[src/rtl/pipe_ctrl_if.sv]
// Handshake bundle between the hazard unit / caches and the pipeline control sequencer.
// The master drives stall, flush and redirect requests; the slave returns enables, valid bits and counters.
interface pipe_ctrl_if #(
   parameter int CNT_W = 32
);
   logic             iStallDec;
   logic             iFlushIfDec;
   logic             iFlushDecEx;
   logic             iFlushExMem;
   logic             iICacheStall;
   logic             iDCacheStall;
   logic             iRedirectValid;
   logic [31:0]      iRedirectPC;
   logic             oPCEnable;
   logic             oPCRedirect;
   logic [31:0]      oRedirectPC;
   logic             oEnIfDec;
   logic             oEnDecEx;
   logic             oEnExMem;
   logic             oEnMemWb;
   logic             oValidDec;
   logic             oValidEx;
   logic             oValidMem;
   logic             oValidWb;
   logic [CNT_W-1:0] oStallCnt;
   logic [CNT_W-1:0] oRedirCnt;

   modport master (
      output iStallDec, iFlushIfDec, iFlushDecEx, iFlushExMem,
             iICacheStall, iDCacheStall, iRedirectValid, iRedirectPC,
      input  oPCEnable, oPCRedirect, oRedirectPC,
             oEnIfDec, oEnDecEx, oEnExMem, oEnMemWb,
             oValidDec, oValidEx, oValidMem, oValidWb,
             oStallCnt, oRedirCnt
   );

   modport slave (
      input  iStallDec, iFlushIfDec, iFlushDecEx, iFlushExMem,
             iICacheStall, iDCacheStall, iRedirectValid, iRedirectPC,
      output oPCEnable, oPCRedirect, oRedirectPC,
             oEnIfDec, oEnDecEx, oEnExMem, oEnMemWb,
             oValidDec, oValidEx, oValidMem, oValidWb,
             oStallCnt, oRedirCnt
   );
endinterface

[src/rtl/pipe_ctrl.sv]
// Five-stage pipeline control: register enables, stage valid bits, D/I-cache stall arbitration,
// deferred redirect replay across I-cache stalls, and saturating stall/redirect counters.
module pipe_ctrl #(
   parameter int CNT_W = 32
) (
   input  logic       clk,
   input  logic       rst,
   pipe_ctrl_if.slave bus
);
   typedef enum logic {RUN, PEND} state_t;

   state_t           state, stateNxt;
   logic [31:0]      pendPc, pendPcNxt;
   logic             validDec, validEx, validMem, validWb;
   logic [CNT_W-1:0] stallCnt, redirCnt;
   logic             dfz, ifz, redir, pcEnable;

   assign dfz = bus.iDCacheStall;
   assign ifz = bus.iICacheStall;

   always_comb begin
      stateNxt  = state;
      pendPcNxt = pendPc;
      redir     = ~dfz & ~ifz & ((state == PEND) | bus.iRedirectValid);
      pcEnable  = ~rst & ~dfz & ~ifz & (~bus.iStallDec | redir);
      // Newest redirect seen while fetch is blocked is the one replayed.
      if (bus.iRedirectValid & ifz & ~dfz)
         pendPcNxt = bus.iRedirectPC;
      case (state)
         RUN:  if (bus.iRedirectValid & ifz & ~dfz) stateNxt = PEND;
         PEND: if (~ifz & ~dfz)                      stateNxt = RUN;
         default: stateNxt = RUN;
      endcase
   end

   assign bus.oPCEnable   = pcEnable;
   assign bus.oPCRedirect = ~rst & redir;
   assign bus.oRedirectPC = (state == PEND) ? pendPc : bus.iRedirectPC;
   // Enables stay high in reset so the downstream registers take their clear.
   assign bus.oEnIfDec    = rst | (~dfz & (~bus.iStallDec | bus.iFlushIfDec | redir));
   assign bus.oEnDecEx    = rst | ~dfz;
   assign bus.oEnExMem    = rst | ~dfz;
   assign bus.oEnMemWb    = rst | ~dfz;
   assign bus.oValidDec   = validDec;
   assign bus.oValidEx    = validEx;
   assign bus.oValidMem   = validMem;
   assign bus.oValidWb    = validWb;
   assign bus.oStallCnt   = stallCnt;
   assign bus.oRedirCnt   = redirCnt;

   always_ff @(posedge clk) begin
      if (rst) begin
         state    <= RUN;
         pendPc   <= '0;
         validDec <= 1'b0;
         validEx  <= 1'b0;
         validMem <= 1'b0;
         validWb  <= 1'b0;
         stallCnt <= '0;
         redirCnt <= '0;
      end else begin
         state  <= stateNxt;
         pendPc <= pendPcNxt;
         if (~dfz) begin
            validWb  <= validMem;
            validMem <= validEx & ~bus.iFlushExMem;
            validEx  <= validDec & ~bus.iStallDec & ~bus.iFlushDecEx;
            if (bus.iFlushIfDec | redir | (state == PEND))
               validDec <= 1'b0;
            else if (~bus.iStallDec)
               validDec <= ~ifz;
            if (~pcEnable && stallCnt != '1)
               stallCnt <= stallCnt + CNT_W'(1);
            if (redir && redirCnt != '1)
               redirCnt <= redirCnt + CNT_W'(1);
         end
      end
   end
endmodule

[src/flat_wrapper.sv]
// flat-port wrapper written by rule: the top's interface ports become plain ports
module pipe_ctrl_flat 
#(
   parameter int CNT_W = 32
)
  (clk, rst, bus_iStallDec, bus_iFlushIfDec, bus_iFlushDecEx, bus_iFlushExMem, bus_iICacheStall, bus_iDCacheStall, bus_iRedirectValid, bus_iRedirectPC, bus_oPCEnable, bus_oPCRedirect, bus_oRedirectPC, bus_oEnIfDec, bus_oEnDecEx, bus_oEnExMem, bus_oEnMemWb, bus_oValidDec, bus_oValidEx, bus_oValidMem, bus_oValidWb, bus_oStallCnt, bus_oRedirCnt);
  pipe_ctrl_if #(.CNT_W(CNT_W)) bus_i ();
  input  logic clk;
  input  logic rst;
  input wire logic [$bits(bus_i.iStallDec)-1:0] bus_iStallDec;
  input wire logic [$bits(bus_i.iFlushIfDec)-1:0] bus_iFlushIfDec;
  input wire logic [$bits(bus_i.iFlushDecEx)-1:0] bus_iFlushDecEx;
  input wire logic [$bits(bus_i.iFlushExMem)-1:0] bus_iFlushExMem;
  input wire logic [$bits(bus_i.iICacheStall)-1:0] bus_iICacheStall;
  input wire logic [$bits(bus_i.iDCacheStall)-1:0] bus_iDCacheStall;
  input wire logic [$bits(bus_i.iRedirectValid)-1:0] bus_iRedirectValid;
  input wire logic [$bits(bus_i.iRedirectPC)-1:0] bus_iRedirectPC;
  output wire logic [$bits(bus_i.oPCEnable)-1:0] bus_oPCEnable;
  output wire logic [$bits(bus_i.oPCRedirect)-1:0] bus_oPCRedirect;
  output wire logic [$bits(bus_i.oRedirectPC)-1:0] bus_oRedirectPC;
  output wire logic [$bits(bus_i.oEnIfDec)-1:0] bus_oEnIfDec;
  output wire logic [$bits(bus_i.oEnDecEx)-1:0] bus_oEnDecEx;
  output wire logic [$bits(bus_i.oEnExMem)-1:0] bus_oEnExMem;
  output wire logic [$bits(bus_i.oEnMemWb)-1:0] bus_oEnMemWb;
  output wire logic [$bits(bus_i.oValidDec)-1:0] bus_oValidDec;
  output wire logic [$bits(bus_i.oValidEx)-1:0] bus_oValidEx;
  output wire logic [$bits(bus_i.oValidMem)-1:0] bus_oValidMem;
  output wire logic [$bits(bus_i.oValidWb)-1:0] bus_oValidWb;
  output wire logic [$bits(bus_i.oStallCnt)-1:0] bus_oStallCnt;
  output wire logic [$bits(bus_i.oRedirCnt)-1:0] bus_oRedirCnt;
  assign bus_i.iStallDec = bus_iStallDec;
  assign bus_i.iFlushIfDec = bus_iFlushIfDec;
  assign bus_i.iFlushDecEx = bus_iFlushDecEx;
  assign bus_i.iFlushExMem = bus_iFlushExMem;
  assign bus_i.iICacheStall = bus_iICacheStall;
  assign bus_i.iDCacheStall = bus_iDCacheStall;
  assign bus_i.iRedirectValid = bus_iRedirectValid;
  assign bus_i.iRedirectPC = bus_iRedirectPC;
  assign bus_oPCEnable = bus_i.oPCEnable;
  assign bus_oPCRedirect = bus_i.oPCRedirect;
  assign bus_oRedirectPC = bus_i.oRedirectPC;
  assign bus_oEnIfDec = bus_i.oEnIfDec;
  assign bus_oEnDecEx = bus_i.oEnDecEx;
  assign bus_oEnExMem = bus_i.oEnExMem;
  assign bus_oEnMemWb = bus_i.oEnMemWb;
  assign bus_oValidDec = bus_i.oValidDec;
  assign bus_oValidEx = bus_i.oValidEx;
  assign bus_oValidMem = bus_i.oValidMem;
  assign bus_oValidWb = bus_i.oValidWb;
  assign bus_oStallCnt = bus_i.oStallCnt;
  assign bus_oRedirCnt = bus_i.oRedirCnt;
  pipe_ctrl #(.CNT_W(CNT_W)) u_core (.clk(clk), .rst(rst), .bus(bus_i));
endmodule
[config.mk]
export PLATFORM = sky130hd
export DESIGN_NAME = pipe_ctrl_flat
export DESIGN_NICKNAME = d
export VERILOG_FILES = /design/src/rtl/pipe_ctrl_if.sv /design/src/rtl/pipe_ctrl.sv /design/src/flat_wrapper.sv
export SDC_FILE = /design/constraint.sdc
export NUM_CORES = 1
export LEC_CHECK = 0
export ABC_AREA = 0
export BUFFER_PORTS_ARGS = -buffer_cell sky130_fd_sc_hd__buf_2
export CAP_MARGIN = 20
export CORE_UTILIZATION = 52
export DETAILED_ROUTE_END_ITERATION = 7
export PLACE_DENSITY = 0.76
export SLEW_MARGIN = 20
export SYNTH_ARGS = -nofsm -noshare
export SYNTH_HDL_FRONTEND = slang
export SYNTH_SLANG_ARGS = --single-unit
[constraint.sdc]
create_clock -name clk -period 2.9 [get_ports clk]
set_input_delay 0.58 -clock clk [delete_from_list [all_inputs] [get_ports clk]]
set_output_delay 0.58 -clock clk [all_outputs]
set_load 0.03 [all_outputs]
# [Yosys cells after proc, flatten, opt, wreduce, memory -nomap -nowiden]
# Index checks and enable logic that the tools add are counted.
[word_totals] reg_bits=101 in_bits=41 output_inout_bits=106 wordCells=52
[classes] addsub=2 eq_ne=3 n_mux=6 bitwise=28 reduce_logical=5
[op_table] cell="32-bit by 1-bit adder with 32-bit output (second input constant)" count=2
[op_table] cell="32-bit inequality test (second input constant)" count=2
[op_table] cell="32-bit 2-to-1 mux" count=1
[op_table] cell="1-bit AND" count=12
[op_table] cell="1-bit NOT" count=8
[op_table] cell="1-bit OR" count=8
[op_table] cell="2-bit AND reduction" count=3
[op_table] cell="1-bit 2-to-1 mux" count=4
[op_table] cell="1-bit logical AND" count=2
[op_table] cell="2-bit by 1-bit inequality test with 1-bit output (second input constant)" count=1
[op_table] cell="1-bit one-hot mux with 2 select lines" count=1

# [Depth between registers and ports, before layout]
# Gate-level depths: netlist (run 1).
[logic_depth] word_depth=8 ltp_mapped=9

# [Worst setup path before layout (run 1)]
# OpenSTA, ideal clock, no wires.
[synth_timing] kind="flip-flop to flip-flop" start="register u_core.stallCnt[0], in the netlist u_core.bus.oStallCnt[0]" end="register u_core.stallCnt[27], in the netlist u_core.bus.oStallCnt[27]" t_arrival_ps=2284 t_required_ps=2779 setup_slack_ps=495 stages_incl_launch_ff=9 path_cell_list="dfxtp_1 ha_1 nand3_1 or3_1 buf_2 o31a_1 buf_2 nand3_1 mux2_2"
[synth_between] elab_chain_len=3 word_cells_on_any_way=4
[synth_lines] item="start, declared" line_no="pipe_ctrl.sv:15" text="logic [CNT_W-1:0] stallCnt, redirCnt;"
[synth_lines] item="start signal, assigned" line_no="pipe_ctrl.sv:73" text="stallCnt <= stallCnt + CNT_W'(1);"
[synth_lines] item="branches (longest 3 deep; another with 32-bit by 1-bit adder with 32-bit output)"
# Several ways; the timed one is not identified.
# A chain may end at the register's enable or synchronous reset.

# [Final worst setup path (run 1)]
[layout_timing] start="register u_core.stallCnt[0], in the netlist u_core.bus.oStallCnt[0]" end="register u_core.stallCnt[8], in the netlist u_core.bus.oStallCnt[8]"
# Same word-level chain as after synthesis.

==> impl_metrics.json, run 1 <==
{
  "synth_warnings": 0,
  "cts_inserted_buffers": 9,
  "crit_type": "reg2reg",
  "relSlewSlack_pct": 48.5,
  "wl_per_cell_um": 14.7,
  "slew_viol_final": 0,
  "synth_commonest_cells": "101 x dfxtp_1, 96 x nand2_1, 87 x a21oi_1",
  "syn_area_per_cell_sq_um": 8.25,
  "hpwlAfterDp_um": 9300,
  "cts_sinks": 101,
  "cts-htree-levels": 3,
  "crit_slowest_cell": "o31ai_4",
  "nets": 791,
  "period_minus_slack_ns": 2.64,
  "num-fill-cells": 853,
  "synth-edff-count": 0,
  "end_kind": "flop",
  "fmax_mhz": 378,
  "grt_use_total_pct": 25.6,
  "drive_gt1_share_pct": 30.1,
  "multi_input_area_sq_um": 2850,
  "holdBufCountCts": 0,
  "gr-total-overflow": 0,
  "cpMostUsedCell": "or3_1",
  "async_reset_ff_share_pct": 0,
  "cp-start-kind": "flop",
  "cts_setup_buffers": 0,
  "critPathRequiredTime_ns": 3.12,
  "fin_skew_ns": 0.0121,
  "portBuffers": 146,
  "maxCapViolCount": 0,
  "ys_seq_area_share_pct": 39.8,
  "ant_nets": 0,
  "p_leak_nw": 2.29,
  "hold_path_class": "in2reg",
  "path_max_fanout": 21,
  "netlist-cell-type-count": 58,
  "synthDominantCellAreaShare_pct": 39.8,
  "dr_total_vias": 5106,
  "cpLargestDelayFamily": "simple AND/OR/NAND/NOR gates",
  "place_congestion": 0.824,
  "crit_buf_inv": 1,
  "ff_latch_area_sq_um": 2020,
  "period_share_pct": 91.2,
  "rsz0062_at_grt": "no",
  "drtIter0Drc": 193,
  "num_rows": 35,
  "mappedNetlistArea_sq_um": 5080,
  "vdd_drop_max_uv": 327,
  "clk_path_buf_depth": 2,
  "netlist_top_cells_area": "dfxtp_1 40%, a21oi_1 8.6%, mux2_2 8.0%",
  "syn-instance-count": 616,
  "worst_hold_slack_ns": 0.450,
  "clk-insertion-delay-late_ns": 0.37,
  "worstMarginPinSlew_ns": 0.769,
  "drc": 0,
  "fin_setup_tns_ns": 0,
  "synth-seq-cells": 101,
  "synthToLayoutAreaGrowth_pct": 19.6,
  "yosys.area.top_type": "dfxtp_1",
  "ys.flop_type": "dfxtp_1",
  "cts_resized": 0,
  "synth_fp_nets": 659,
  "finalSetupViolations": 0,
  "path_clk_slew_ns": 0.11,
  "crit_chain": "ha_1 > nand3_1 > or3_1 > o31ai_4 > buf_4 > or3_1 > a21oi_1",
  "antenna_found_initial": 0,
  "power_density_nw_per_um2": 427,
  "routed_wl_um": 13000,
  "cts_root_buf": "clkbuf_8",
  "pin_count": 147,
  "die_area_sq_um": 10200,
  "die_h_um": 101,
  "start_util_pct": 54.3,
  "drt_pass1_iterations": 5,
  "finalHoldViolations": 0,
  "synthMostInstantiatedCell": "dfxtp_1",
  "core-area_sq_um": 9370,
  "vias_per_cell": 5.79,
  "p_total_w": 0.00260,
  "worstPathArrival_ns": 2.86,
  "max_stage_delay_ns": 0.71,
  "grt_pass1_vias": 4528,
  "status": "finished, final reports clean",
  "grt_max_degree": 66,
  "num_antenna_cells": 0,
  "cts_tree": "yes",
  "die_w_um": 101,
  "grt_pass1_wl_um": 21100
}
[cells by family after synthesis]
logic type / share of synthesized area [%]
AND/OR/NAND/NOR: 28.3
AO/OA/AOI/OAI: 17.8
flip-flops: 39.8
buffers and inverters: 4.26
multiplexers: 8.39
XOR/XNOR: 1.03
adder cells (fa/ha/maj): 0.492
[power by group]
group	switching (W)	internal, W
Clock	0.000532	0.000326
Combinational	0.000210	0.000110
Sequential	0.0000130	0.00141
Total	0.000755	0.00184
[layout make-up]
| cell class | instances | area share (%) |
|---|---|---|
| well taps | 129 | 2.65 |
| repair buffers | 159 | 13.7 |
| inverters | 10 | 0.617 |
| flip-flops and latches | 101 | 33.3 |
| clock inverters | 7 | 0.947 |
| clock buffers | 9 | 2.04 |
| multi-input cells | 467 | 46.8 |
[worst reg2reg max path: cells and delay by family (launching register included)]
kind	cells	cell delay (ns)
AOI/OAI and AO/OA	2	0.77
buffers and inverters	1	0.26
and+or+nand+nor	3	0.81
adders and majority gates	1	0.24
DFF	1	0.42
[registers in the layout (all words and copies together), names as in the netlist]
name	count
u_core.bus.oValidEx	1
u_core.bus.oValidDec	1
u_core.state	1
u_core.bus.oValidWb	1
u_core.bus.oValidMem	1
u_core.bus.oStallCnt	32
u_core.bus.oRedirCnt	32
u_core.pendPc	32
[routing by layer]
layer / vias up / wire length (um) / GRT usage, %
li1: 2518 / - / -
met1: 2388 / 5930 / 33.9
met2: 185 / 5990 / 42.5
met3: 15 / 871 / 4.85
met4: 0 / 165 / 7.58
met5: - / 0 / 0
[cells in the final DEF (no fill, tap or decap), types with 6 or more instances in the layout]
master | netlist | layout
nand2_1 | 96 | 96
nor4_1 | 6 | 6
nor2b_1 | 6 | 6
buf_4 | 4 | 14
buf_2 | 5 | 145
nor3_1 | 6 | 6
o21ai_1 | 8 | 8
a21oi_1 | 87 | 87
o31ai_1 | 21 | 21
clkbuf_8 | 0 | 9
inv_1 | 10 | 10
dfxtp_1 | 101 | 101
or4_1 | 18 | 18
mux2_2 | 36 | 36
nor2_1 | 30 | 30
nand3_1 | 22 | 22
or3_1 | 31 | 31
o21ai_0 | 24 | 24
and4_1 | 6 | 6
nand4_1 | 18 | 18
[stage by stage]
stage	cells	area [sq um]	util [%]	setup slack (ns)
finish	882	6080	64.9	0.256
global route	882	6080	64.9	0.0642
CTS	882	6080	64.9	0.301
detailed placement	866	5900	62.9	0.288
global placement	866	5900	62.9	0.427
floorplan	616	5080	-	0.495
[path summary, 6_finish.rpt]
path / cells after the start / start / slack [ns] / to
worst max-delay path: 7 / u_core.bus.oStallCnt[0]$_SDFFE_PP0P_ / 0.26 / u_core.bus.oStallCnt[8]$_SDFFE_PP0P_
worst min-delay path: 3 / bus_iRedirectPC[2] / 0.45 / u_core.pendPc[2]$_SDFFE_PP0P_
worst max register to register: 7 / u_core.bus.oStallCnt[0]$_SDFFE_PP0P_ / 0.26 / u_core.bus.oStallCnt[8]$_SDFFE_PP0P_
worst min register to register: 2 / u_core.pendPc[31]$_SDFFE_PP0P_ / 0.46 / u_core.pendPc[31]$_SDFFE_PP0P_
Power figures use the tool's default switching activity.
==> run 2, diff against run 1 <==
==> constraint.sdc (replaced) <==
create_clock -name clk -period 2.9 [get_ports clk]
set_input_delay 0.58 -clock clk [delete_from_list [all_inputs] [get_ports clk]]
set_output_delay 0.58 -clock clk [all_outputs]
set_load 0.02 [all_outputs]
==> impl_metrics.json, run 2 (same netlist as run 1, synthesis figures left out) <==
{
  "status": "finished, final reports clean",
  "num_rows": 35,
  "fin_skew_ns": 0.00980,
  "final_common_cell": "buf_2",
  "die_w_um": 101,
  "cts-htree-levels": 3,
  "cts_inserted_buffers": 9,
  "hold_path_class": "in2reg",
  "path_max_fanout": 21,
  "ant_nets": 0,
  "worstMarginPinSlew_ns": 0.723,
  "dp_cells": 866,
  "die_area_sq_um": 10200,
  "cts_tree": "yes",
  "p_total_w": 0.00279,
  "power_density_nw_per_um2": 454,
  "p_leak_nw": 2.32,
  "use_met2_pct": 42.9,
  "crit_type": "reg2reg",
  "fmax_mhz": 391,
  "period_share_pct": 88.2,
  "maxCapViolCount": 0,
  "grt_use_total_pct": 26.2,
  "cp-start-kind": "flop",
  "final_cells": 882,
  "antenna_found_initial": 0,
  "grt_max_degree": 65,
  "busiest_layer": "met2",
  "slew_viol_final": 0,
  "cts_setup_buffers": 0,
  "period_minus_slack_ns": 2.56,
  "worstPathArrival_ns": 2.78,
  "final_cell_mix": "145 x buf_2, 101 x dfxtp_1, 96 x nand2_1",
  "drt_pass1_iterations": 4,
  "clk-insertion-delay-late_ns": 0.36,
  "routed_wl_um": 13200,
  "drc": 0,
  "die_h_um": 101,
  "hpwlAfterDp_um": 9490,
  "path_clk_slew_ns": 0.10,
  "num_antenna_cells": 0,
  "place_congestion": 0.848,
  "grt_pass1_vias": 4740,
  "start_util_pct": 54.3,
  "grt_pass1_wl_um": 21700,
  "finalSetupViolations": 0,
  "end_kind": "flop",
  "grt_use_met1_pct": 34.0,
  "fin_setup_tns_ns": 0,
  "clk_path_buf_depth": 2,
  "cts_sinks": 101,
  "drtIter0Drc": 198,
  "nets": 791,
  "vdd_drop_max_uv": 286,
  "worst_hold_slack_ns": 0.452,
  "gr-total-overflow": 0,
  "wl_per_cell_um": 15.0,
  "cts_root_buf": "clkbuf_8",
  "cts_resized": 0,
  "grt.met3_usage_pct": 4.92,
  "synthToLayoutAreaGrowth_pct": 20.8,
  "finalHoldViolations": 0,
  "relSlewSlack_pct": 51.3,
  "vias_per_cell": 5.85,
  "drive_gt1_share_pct": 30.1,
  "portBuffers": 146,
  "critPathRequiredTime_ns": 3.12,
  "rsz0062_at_grt": "no",
  "pin_count": 147,
  "holdBufCountCts": 0,
  "core-area_sq_um": 9370,
  "dr_total_vias": 5156
}
## run 2: worst max-delay path, stage by stage (launching register included)
cell	delay, ns
dfxtp_1	0.41
ha_1	0.23
nand3_1	0.13
or3_1	0.53
o31ai_4	0.69
buf_4	0.26
or3_1	0.11
a21oi_1	0.06
## run 2: worst paths after layout
kind	from	to	slack, ns	depth (start not counted)
setup / recovery	u_core.bus.oStallCnt[0]$_SDFFE_PP0P_	u_core.bus.oStallCnt[3]$_SDFFE_PP0P_	0.34	7
hold / removal	bus_iRedirectPC[14]	u_core.pendPc[14]$_SDFFE_PP0P_	0.45	3
setup reg to reg	u_core.bus.oStallCnt[0]$_SDFFE_PP0P_	u_core.bus.oStallCnt[3]$_SDFFE_PP0P_	0.34	7
hold reg to reg	u_core.pendPc[23]$_SDFFE_PP0P_	u_core.pendPc[23]$_SDFFE_PP0P_	0.46	2
## run 2: layer usage
metal | vias to the layer above | wire (um)
met2 | 217 | 6130
met5 | - | 0
li1 | 2519 | -
met4 | 0 | 213
met1 | 2404 | 5830
met3 | 16 | 1050
## run 2: cell type report
cell class / count / area (sq um)
clock buffers: 9 / 124
clock inverters: 7 / 120
fillers: 834 / 3230
inverters: 10 / 37.5
multi-input cells: 467 / 2850
flip-flops and latches: 101 / 2020
well taps: 129 / 161
repair buffers: 159 / 831
## run 2: power breakdown
part	internal (W)	switching [W]	total, W
Sequential	0.00141	0.0000130	0.00142
Clock	0.000578	0.000504	0.00108
Combinational	0.000109	0.000178	0.000287
Total	0.00209	0.000695	0.00279
## run 2: through the flow
| stage | setup slack, ns | area [sq um] | util (%) |
|---|---|---|---|
| after floorplan | 0.579 | 5080 | - |
| after global placement | 0.437 | 5900 | 62.9 |
| final | 0.344 | 6140 | 65.5 |
| after detailed placement | 0.376 | 5900 | 62.9 |
| after CTS | 0.359 | 6140 | 65.5 |
| after global routing | 0.120 | 6140 | 65.5 |
